==> config.mk <==
export PLATFORM = sky130hd
export DESIGN_NAME = led_scan_timing_ctrl
export DESIGN_NICKNAME = d
export VERILOG_FILES = /design/src/rtl/led_scan_timing_ctrl.sv
export SDC_FILE = /design/constraint.sdc
export NUM_CORES = 1
export LEC_CHECK = 0
export ABC_CLOCK_PERIOD_IN_PS = 2800
export CORE_MARGIN = 5
export CORE_UTILIZATION = 35
export DETAILED_ROUTE_END_ITERATION = 8
export SKIP_CTS_REPAIR_TIMING = 1
export SLEW_MARGIN = 30
export SYNTH_ARGS = -nofsm -noshare
export SYNTH_HDL_FRONTEND = slang
export SYNTH_SLANG_ARGS = --single-unit
==> constraint.sdc <==
create_clock -name in_clk -period 2.8 [get_ports in_clk]
set_input_delay 0.42 -clock in_clk [delete_from_list [all_inputs] [get_ports in_clk]]
set_output_delay 0.42 -clock in_clk [all_outputs]
set_load 0.1 [all_outputs]
==> src/rtl/led_scan_timing_ctrl.sv <==
// HUB75 scan-timing controller: pixel/row counters, latch, brightness-scaled
// output enable, PWM compare counter, frame-start pulse and AL422 pointer reset.
// Optional feature macro: LED_BRIGHTNESS_EN (per-row sampled global brightness).
module led_scan_timing_ctrl #(
    parameter int unsigned PIXEL_COUNT    = 64,
    parameter int unsigned ROW_COUNT      = 16,
    parameter int unsigned PWM_WIDTH      = 8,
    parameter int unsigned PIXEL_PRELOAD  = 2,
    parameter int unsigned PWM_CORRECTION = 0,
    parameter int unsigned OE_PREDELAY    = 2,
    parameter int unsigned OE_POSTDELAY   = 2
) (
    input  logic       in_clk,
    input  logic       in_nrst,
    input  logic       shift_stb,
    input  logic       pwm_stb,
    input  logic       alrst_stb,
    input  logic [7:0] brightness,
    output logic       led_lat,
    output logic       led_oe,
    output logic [4:0] led_row,
    output logic [7:0] pwm_cntr,
    output logic       al422_nrst,
    output logic       frame_start
);

    localparam int unsigned PC_W    = $clog2(PIXEL_COUNT);
    localparam int unsigned ROW_W   = $clog2(ROW_COUNT);
    localparam int unsigned OFF_W   = PC_W + 1;
    localparam int unsigned PL      = (PIXEL_COUNT - (PIXEL_PRELOAD % PIXEL_COUNT)) % PIXEL_COUNT;
    localparam int unsigned RL      = ROW_COUNT - 2;
    localparam int unsigned MAX     = (1 << PWM_WIDTH) - 2;
    localparam int unsigned AL_PIX  = (PL + PIXEL_COUNT - 1) % PIXEL_COUNT;
    localparam int unsigned PWM_PIX = (PL + PWM_CORRECTION) % PIXEL_COUNT;
    localparam int          N_PIX   = int'(PIXEL_COUNT) - int'(OE_PREDELAY) - int'(OE_POSTDELAY);

    // Reject geometries with no lit window or a set point outside the row
    if (N_PIX < 1 || OE_POSTDELAY >= PIXEL_COUNT) begin : g_param_check
        $error("led_scan_timing_ctrl: need PIXEL_COUNT - OE_PREDELAY - OE_POSTDELAY >= 1 and OE_POSTDELAY < PIXEL_COUNT");
    end

    logic [PC_W-1:0]      r_pix;
    logic [ROW_W-1:0]     r_row;
    logic [PWM_WIDTH-1:0] r_pwm;
    logic                 r_oe;
    logic                 r_al_n;
    logic                 r_fs;

    logic                 w_lat;
    logic                 w_last_row;
    logic                 w_pwm_step;
    logic                 w_pwm_wrap;
    logic                 w_al_hit;
    logic [OFF_W-1:0]     w_oe_off;

    assign w_lat      = shift_stb & (r_pix == PC_W'(PIXEL_COUNT - 1));
    assign w_last_row = (r_row == ROW_W'(RL));
    assign w_pwm_step = pwm_stb & (r_pix == PC_W'(PWM_PIX)) & w_last_row;
    assign w_pwm_wrap = (r_pwm == PWM_WIDTH'(MAX));
    assign w_al_hit   = alrst_stb & (r_pix == PC_W'(AL_PIX)) & w_last_row;

`ifdef LED_BRIGHTNESS_EN
    localparam int unsigned PROD_W = PC_W + 9;

    logic [7:0]        r_bright;
    logic [PROD_W-1:0] w_prod;

    // Brightness is sampled at the latch so it stays constant across a row
    always_ff @(posedge in_clk or negedge in_nrst) begin
        if (!in_nrst) begin
            r_bright <= 8'd255;
        end else if (w_lat) begin
            r_bright <= brightness;
        end
    end

    assign w_prod   = PROD_W'(N_PIX) * PROD_W'({1'b0, r_bright} + 9'd1);
    assign w_oe_off = OFF_W'(OE_POSTDELAY) + OFF_W'(w_prod >> 8);
`else
    logic w_unused_brightness;

    assign w_unused_brightness = ^brightness;
    assign w_oe_off            = OFF_W'(PIXEL_COUNT - OE_PREDELAY);
`endif

    // Pixel position within the row, started at the decoder preload offset
    always_ff @(posedge in_clk or negedge in_nrst) begin
        if (!in_nrst) begin
            r_pix <= PC_W'(PL);
        end else if (shift_stb) begin
            r_pix <= (r_pix == PC_W'(PIXEL_COUNT - 1)) ? '0 : r_pix + PC_W'(1);
        end
    end

    // Row address advances with every latch
    always_ff @(posedge in_clk or negedge in_nrst) begin
        if (!in_nrst) begin
            r_row <= ROW_W'(RL);
        end else if (w_lat) begin
            r_row <= (r_row == ROW_W'(ROW_COUNT - 1)) ? '0 : r_row + ROW_W'(1);
        end
    end

    // Output-enable window; clear wins so an empty window keeps OE low
    always_ff @(posedge in_clk or negedge in_nrst) begin
        if (!in_nrst) begin
            r_oe <= 1'b0;
        end else if ({1'b0, r_pix} == w_oe_off) begin
            r_oe <= 1'b0;
        end else if (r_pix == PC_W'(OE_POSTDELAY)) begin
            r_oe <= 1'b1;
        end
    end

    // PWM compare counter steps once per frame, skipping the all-ones value
    always_ff @(posedge in_clk or negedge in_nrst) begin
        if (!in_nrst) begin
            r_pwm <= PWM_WIDTH'(MAX);
            r_fs  <= 1'b0;
        end else begin
            r_fs <= w_pwm_step & w_pwm_wrap;
            if (w_pwm_step) begin
                r_pwm <= w_pwm_wrap ? '0 : r_pwm + PWM_WIDTH'(1);
            end
        end
    end

    // AL422 read-pointer reset, one low cycle per qualifying request
    always_ff @(posedge in_clk or negedge in_nrst) begin
        if (!in_nrst) begin
            r_al_n <= 1'b1;
        end else begin
            r_al_n <= ~w_al_hit;
        end
    end

    assign led_lat     = w_lat;
    assign led_oe      = r_oe;
    assign led_row     = 5'(r_row);
    assign pwm_cntr    = 8'(r_pwm);
    assign al422_nrst  = r_al_n;
    assign frame_start = r_fs;

endmodule

==> metrics.yaml, run 1 <==
global_routing:
  grt_max_degree: 18
  antenna_found_initial: 0
  grtUsageTotal: 0.107
  grt-ovfl-total: 0
  grt_pass1_wl_microns: 3770
  grt_pass1_vias: 879
power:
  power.switching_uw: 337
  clockPowerShare: 0.172
  power_density_mw_per_mm2: 630
  power_frac_comb: 0.283
  ir_drop_v: 0.000452
  swShare: 0.394
  p_int_uw: 517
  p_seq_frac: 0.545
  power_leakage_uw: 0.000567
synthesis:
  synth-xor-area-share: 0.0309
  synth_top_area_frac: 0.370
  yosys.area_share.simple: 0.197
  synth_fa_ha_area_frac: 0.0772
  syn_nets: 143
  synthCells: 123
  synth_mux_area_frac: 0
  synth-seq-cells: 21
  yosysTopAreaCell: "dfstp_2"
  synth_area_per_cell_sq_um: 9.23
  synth_compound_area_frac: 0.140
  ys_top_cells_by_area: "dfstp_2 37%, dfrtp_1 11%, ha_1 7.7%"
  yosys_warnings: 0
  netlist_area_sq_mm: 0.00113
  synth_top_family_by_area: "simple AND/OR/NAND/NOR gates"
  yosysSeqAreaShare: 0.481
  yosysUniqueCellTypes: 25
timing:
  fin_skew_ps: 1.92
  timing.final.ws_setup_ps: 557
  finalSetupViolCount: 0
  max_freq_mhz: 446
  worst_pin_slew_ps: 744
  finalCriticalPeriod_ps: 2240
  min_period_over_period: 0.801
  setup_tns_ps: 0
  slew_violations: 0
  rsz0062_at_grt: "false"
  max_slew_margin: 0.502
  finalHoldViolCount: 0
placed_design:
  place.port_buffers: 20
  place_ws_ps: 635
  dp_hpwl_microns: 1650
  dpl-instance-area_sq_mm: 0.00133
  gp_congestion: 0.816
clocking:
  cts_htree_levels: 1
  cts_sinks: 21
  clkTransAtPathRegs_ps: 120
  cts_tree: "done"
  cts_made_buffers: 3
  clock-root-buffer: "clkbuf_4"
  clk_path_buf_depth: 2
  clock_latency_ps: 300
cells_and_area:
  fin_area_sq_mm: 0.00136
  final_cell_mix: "17 x o21ai_0, 16 x dfstp_2, 16 x buf_4, 11 x nand2_1, 10 x inv_1"
  drive_gt1_frac: 0.262
  final_util: 0.440
  layout.nets: 162
  synthToLayoutAreaGrowth_pct: 19.4
  mostFrequentLayoutCell: "o21ai_0"
  diodes: 0
  fillers: 330
critical_path:
  crit_type: "flip-flop to output port"
  setup.worst_path.start_class: "flip-flop"
  r2r_slack_ps: 810
  path_max_fanout: 8
  setup.worst_path.start: "r_pix[2]"
  crit_arrival_ps: 1820
  critPathCaptureType: "output port"
  required_ps: 2380
  rr_startpoint: "r_row[1]"
routing:
  vias_per_cell: 4.88
  wl_per_cell_microns: 11.7
  wl_met3_microns: 141
  first_pass_iters: 4
  via_count: 903
  wl_met2_microns: 998
  postRouteAntennaNets: 0
  wl_met1_microns: 1020
  drcViolationCount: 0
  highest_layer: "met4"
  drt_iter0_drc: 15
  totalWireLength_microns: 2170
die:
  chipHeight_microns: 66.9
  die_area_sq_mm: 0.00448
  rows: 20
  core_region_area_sq_mm: 0.00308
  fp.dieW_microns: 66.9
  start_util: 0.369
  io_pins: 30
status:
  status: "finished, final reports clean"
worst_hold_path:
  worstHoldStart: "pwm_cntr[6]"
  min_path_type: "flip-flop to flip-flop"
job:
  drv_cap: 0
## layer usage
| metal | global-route usage | vias up |
|---|---|---|
| li1 | - | 460 |
| met1 | 0.129 | 424 |
| met2 | 0.181 | 17 |
| met3 | 0.0304 | 2 |
| met4 | 0.0380 | 0 |
| met5 | 0 | - |
## flip-flops by register name, summed over array words and instances, names as in the netlist
signal and count:
pwm_cntr 8, r_pix 6, r_row 4, al422_nrst 1, frame_start 1, led_oe 1
## cell families after synthesis
group	count (synthesis)
flip-flops	21
XOR/XNOR	4
AO/OA/AOI/OAI	29
AND/OR/NAND/NOR	44
buffers and inverters	17
other	1
adder cells (fa/ha/maj)	7
## worst paths after layout
check	depth (start not counted)	end
max	4	led_lat
min	2	pwm_cntr[6]
max reg2reg	5	pwm_cntr[4]
min reg2reg	2	pwm_cntr[6]
max in group asynchronous	2	pwm_cntr[5]
min in group asynchronous	1	frame_start
## cell type report
class / count / area, sq um / area share
clock buffer: 3 / 22.5 / 0.0166
clock inverter: 1 / 5.00 / 0.00369
inverter: 10 / 37.5 / 0.0277
multi-input combinational: 85 / 509 / 0.376
sequential: 21 / 546 / 0.403
tap: 44 / 55.1 / 0.0406
timing repair buffer: 21 / 180 / 0.133
## worst max-delay path, cell delays in order (launching register included)
cell and delay, ps:
dfstp_2 620, and4_1 240, nand3_1 190, inv_1 260
buf_12 210
## power groups by stage
stage	Sequential (uW)	Clock, uW	Combinational, uW
6_report	465	147	242
3_5_place_dp	470	0	245
2_1_floorplan	514	0	153
4_1_cts	466	162	245
3_3_place_gp	467	0	242
5_1_grt	480	171	273
## synth_stat cells (all sizes together)
cell,count
inv,10
nor2,7
and4,2
nand4,5
buf,5
a21boi,1
nand3,9
a31oi,1
dfrtp,5
clkbuf,2
xor2,1
and2,1
nand2,11
xnor2,3
or3,3
and3,2
ha,7
conb,1
o31ai,4
o21ai,17
dfstp,16
a21oi,6
nand2b,3
nor4,1
## per-stage QoR
| step | std cells | hold slack (ps) | total power, uW |
|---|---|---|---|
| after floorplan | 123 | 124 | 667 |
| after global placement | 181 | 487 | 709 |
| after detailed placement | 181 | 492 | 715 |
| after CTS | 185 | 510 | 874 |
| after global routing | 185 | 528 | 925 |
| final | 185 | 509 | 853 |
Power figures use the tool's default switching activity.
==> inputs of run 2 (changes only) <==
--- a/config.mk
+++ b/config.mk
@@ -5,7 +5,7 @@
 export SDC_FILE = /design/constraint.sdc
 export NUM_CORES = 1
 export LEC_CHECK = 0
-export ABC_CLOCK_PERIOD_IN_PS = 2800
+export ABC_CLOCK_PERIOD_IN_PS = 1910
 export CORE_MARGIN = 5
 export CORE_UTILIZATION = 35
 export DETAILED_ROUTE_END_ITERATION = 8
==> constraint.sdc (replaced) <==
create_clock -name in_clk -period 1.91 [get_ports in_clk]
set_input_delay 0.2865 -clock in_clk [delete_from_list [all_inputs] [get_ports in_clk]]
set_output_delay 0.2865 -clock in_clk [all_outputs]
set_load 0.1 [all_outputs]
==> run 2 against run 1 <==
Effect of this change: first-iteration DRC count up 47%; power up 73%; cell count up 7.6%; sequential share of layout area down 7.0 points; final area up 23%; flip-flop and latch count unchanged; clock skew up 1.8 ps; clock power up 48%; non-clock buffer count up 14; routed wire length up 13%; critical path type unchanged; largest cell class is now multi-input gates; highest routed layer unchanged.
==> metrics.yaml, run 2 (synthesis results as in run 1) <==
global_routing:
  grt_pass1_vias: 936  # +6.5%
  antenna_found_initial: 0  # unchanged
  grt_max_degree: 22  # +4
  grt-ovfl-total: 0  # unchanged
  grtUsageTotal: 0.116  # +0.00899
  grt_pass1_wl_microns: 4060  # +7.5%
clocking:
  cts_tree: "done"
  cts_sinks: 21  # unchanged
  clkTransAtPathRegs_ps: 120  # about the same
  clock_latency_ps: 310  # about the same
  clk_path_buf_depth: 2  # unchanged
  clock-root-buffer: "clkbuf_4"
  cts_made_buffers: 3  # unchanged
  cts_htree_levels: 1  # unchanged
placed_design:
  gp_congestion: 0.876  # +7.4%
  place_ws_ps: 105  # -530 ps
  place.port_buffers: 20  # unchanged
  dp_hpwl_microns: 1760  # +6.4%
status:
  status: "finished, final reports clean"
die:
  start_util: 0.369  # unchanged
  io_pins: 30  # unchanged
  fp.dieW_microns: 66.9  # unchanged
  rows: 20  # unchanged
  chipHeight_microns: 66.9  # unchanged
  die_area_sq_mm: 0.00448  # unchanged
  core_region_area_sq_mm: 0.00308  # unchanged
routing:
  vias_per_cell: 4.91  # +0.58%
  totalWireLength_microns: 2450  # +13%
  postRouteAntennaNets: 0  # unchanged
  drt_iter0_drc: 22  # +7
  first_pass_iters: 4  # unchanged
  drcViolationCount: 0  # unchanged
  via_count: 977  # +8.2%
  wl_per_cell_microns: 12.3  # +5.0%
cells_and_area:
  drive_gt1_frac: 0.374  # +0.112
  diodes: 0  # unchanged
  final_cell_mix: "17 x buf_4, 14 x o21ai_0, 14 x dfstp_2, 12 x buf_12, 11 x nand2_1"
  synthToLayoutAreaGrowth_pct: 46.9
  largest_reg_flops: 8  # unchanged
  fillers: 278  # -16%
  layout.nets: 176  # +8.6%
  mostFrequentLayoutCell: "buf_4"
power:
  power_density_mw_per_mm2: 887  # +41%
  ir_drop_v: 0.000549  # +21%
  power_leakage_uw: 0.000668  # +18%
worst_hold_path:
  min_path_type: "primary input to async pin"
timing:
  finalCriticalPeriod_ps: 1870
  finalSetupViolCount: 0  # unchanged
  max_freq_mhz: 535
  setup_tns_ps: 0  # unchanged
  fin_skew_ps: 3.72  # +1.80 ps
  rsz0062_at_grt: "true"
  slew_violations: 0  # unchanged
  min_period_over_period: 0.978
  timing.final.ws_setup_ps: 41.9  # -515 ps
  finalHoldViolCount: 0  # unchanged
critical_path:
  crit_arrival_ps: 1580  # -240 ps
  critPathCaptureType: "output port"
  path_max_fanout: 4  # -4
  crit_type: "flip-flop to output port"
  required_ps: 1620  # -760 ps
  setup.worst_path.start_class: "flip-flop"
job:
  drv_cap: 0  # unchanged
-- run 2: worst paths after layout --
path | slack (ps) | startpoint | depth (start not counted) | to
worst min register to register | 520 | pwm_cntr[5] | 2 | pwm_cntr[5]
worst max-delay path | 40 | r_pix[3] | 5 | led_lat
max in group asynchronous | 1320 | in_nrst | 2 | r_pix[2]
worst max register to register | 200 | r_pix[1] | 5 | pwm_cntr[5]
worst min-delay path | 310 | in_nrst | 2 | frame_start
min in group in_clk | 500 | alrst_stb | 2 | al422_nrst
-- run 2: per-stage QoR --
step | cell area, sq um | hold slack, ps | power (uW) | cells | util
2_1_floorplan | 1170 | -9.09 | 994 | 123 | -
3_3_place_gp | 1560 | 501 | 1140 | 189 | 0.505
3_5_place_dp | 1560 | 505 | 1160 | 189 | 0.505
4_1_cts | 1580 | 309 | 1380 | 193 | 0.514
5_1_grt | 1670 | 336 | 1570 | 199 | 0.541
6_report | 1670 | 313 | 1480 | 199 | 0.541
-- run 2: worst max-delay path, stage by stage, from the launching register on --
cell,delay [ps]
dfstp_2,560
buf_6,100
and4_4,240
nand3_4,70
clkinvlp_4,120
buf_12,180
-- run 2: power breakdown --
part,internal [uW],total [uW],switching [uW]
clock network,81.5,218,136
logic,261,613,352
registers,569,648,78.9
-- run 2: final cells by class --
| cell class | count | area (sq um) | area share |
|---|---|---|---|
| clock buffers | 4 | 26.3 | 0.0158 |
| flip-flops and latches | 21 | 554 | 0.333 |
| repair buffers | 35 | 430 | 0.258 |
| well taps | 44 | 55.1 | 0.0330 |
| multi-input cells | 85 | 559 | 0.336 |
| inverters | 10 | 41.3 | 0.0248 |
-- run 2: per-layer routing --
layer / vias up / wire length [microns] / GRT usage / share of wire
met1: 463 / 1050 / 0.142 / 0.43
met2: 20 / 1220 / 0.192 / 0.50
met5: - / 0 / 0 / 0
met3: 9 / 110 / 0.0371 / 0.045
met4: 0 / 64 / 0.0380 / 0.026
li1: 485 / - / - / -
==> inputs of run 3 (changes only) <==
--- a/config.mk
+++ b/config.mk
@@ -14,3 +14,4 @@
 export SYNTH_ARGS = -nofsm -noshare
 export SYNTH_HDL_FRONTEND = slang
 export SYNTH_SLANG_ARGS = --single-unit
+export TNS_END_PERCENT = 100
==> results of run 3 <==
The final DEF is identical to that of run 2; final timing and power are the same.
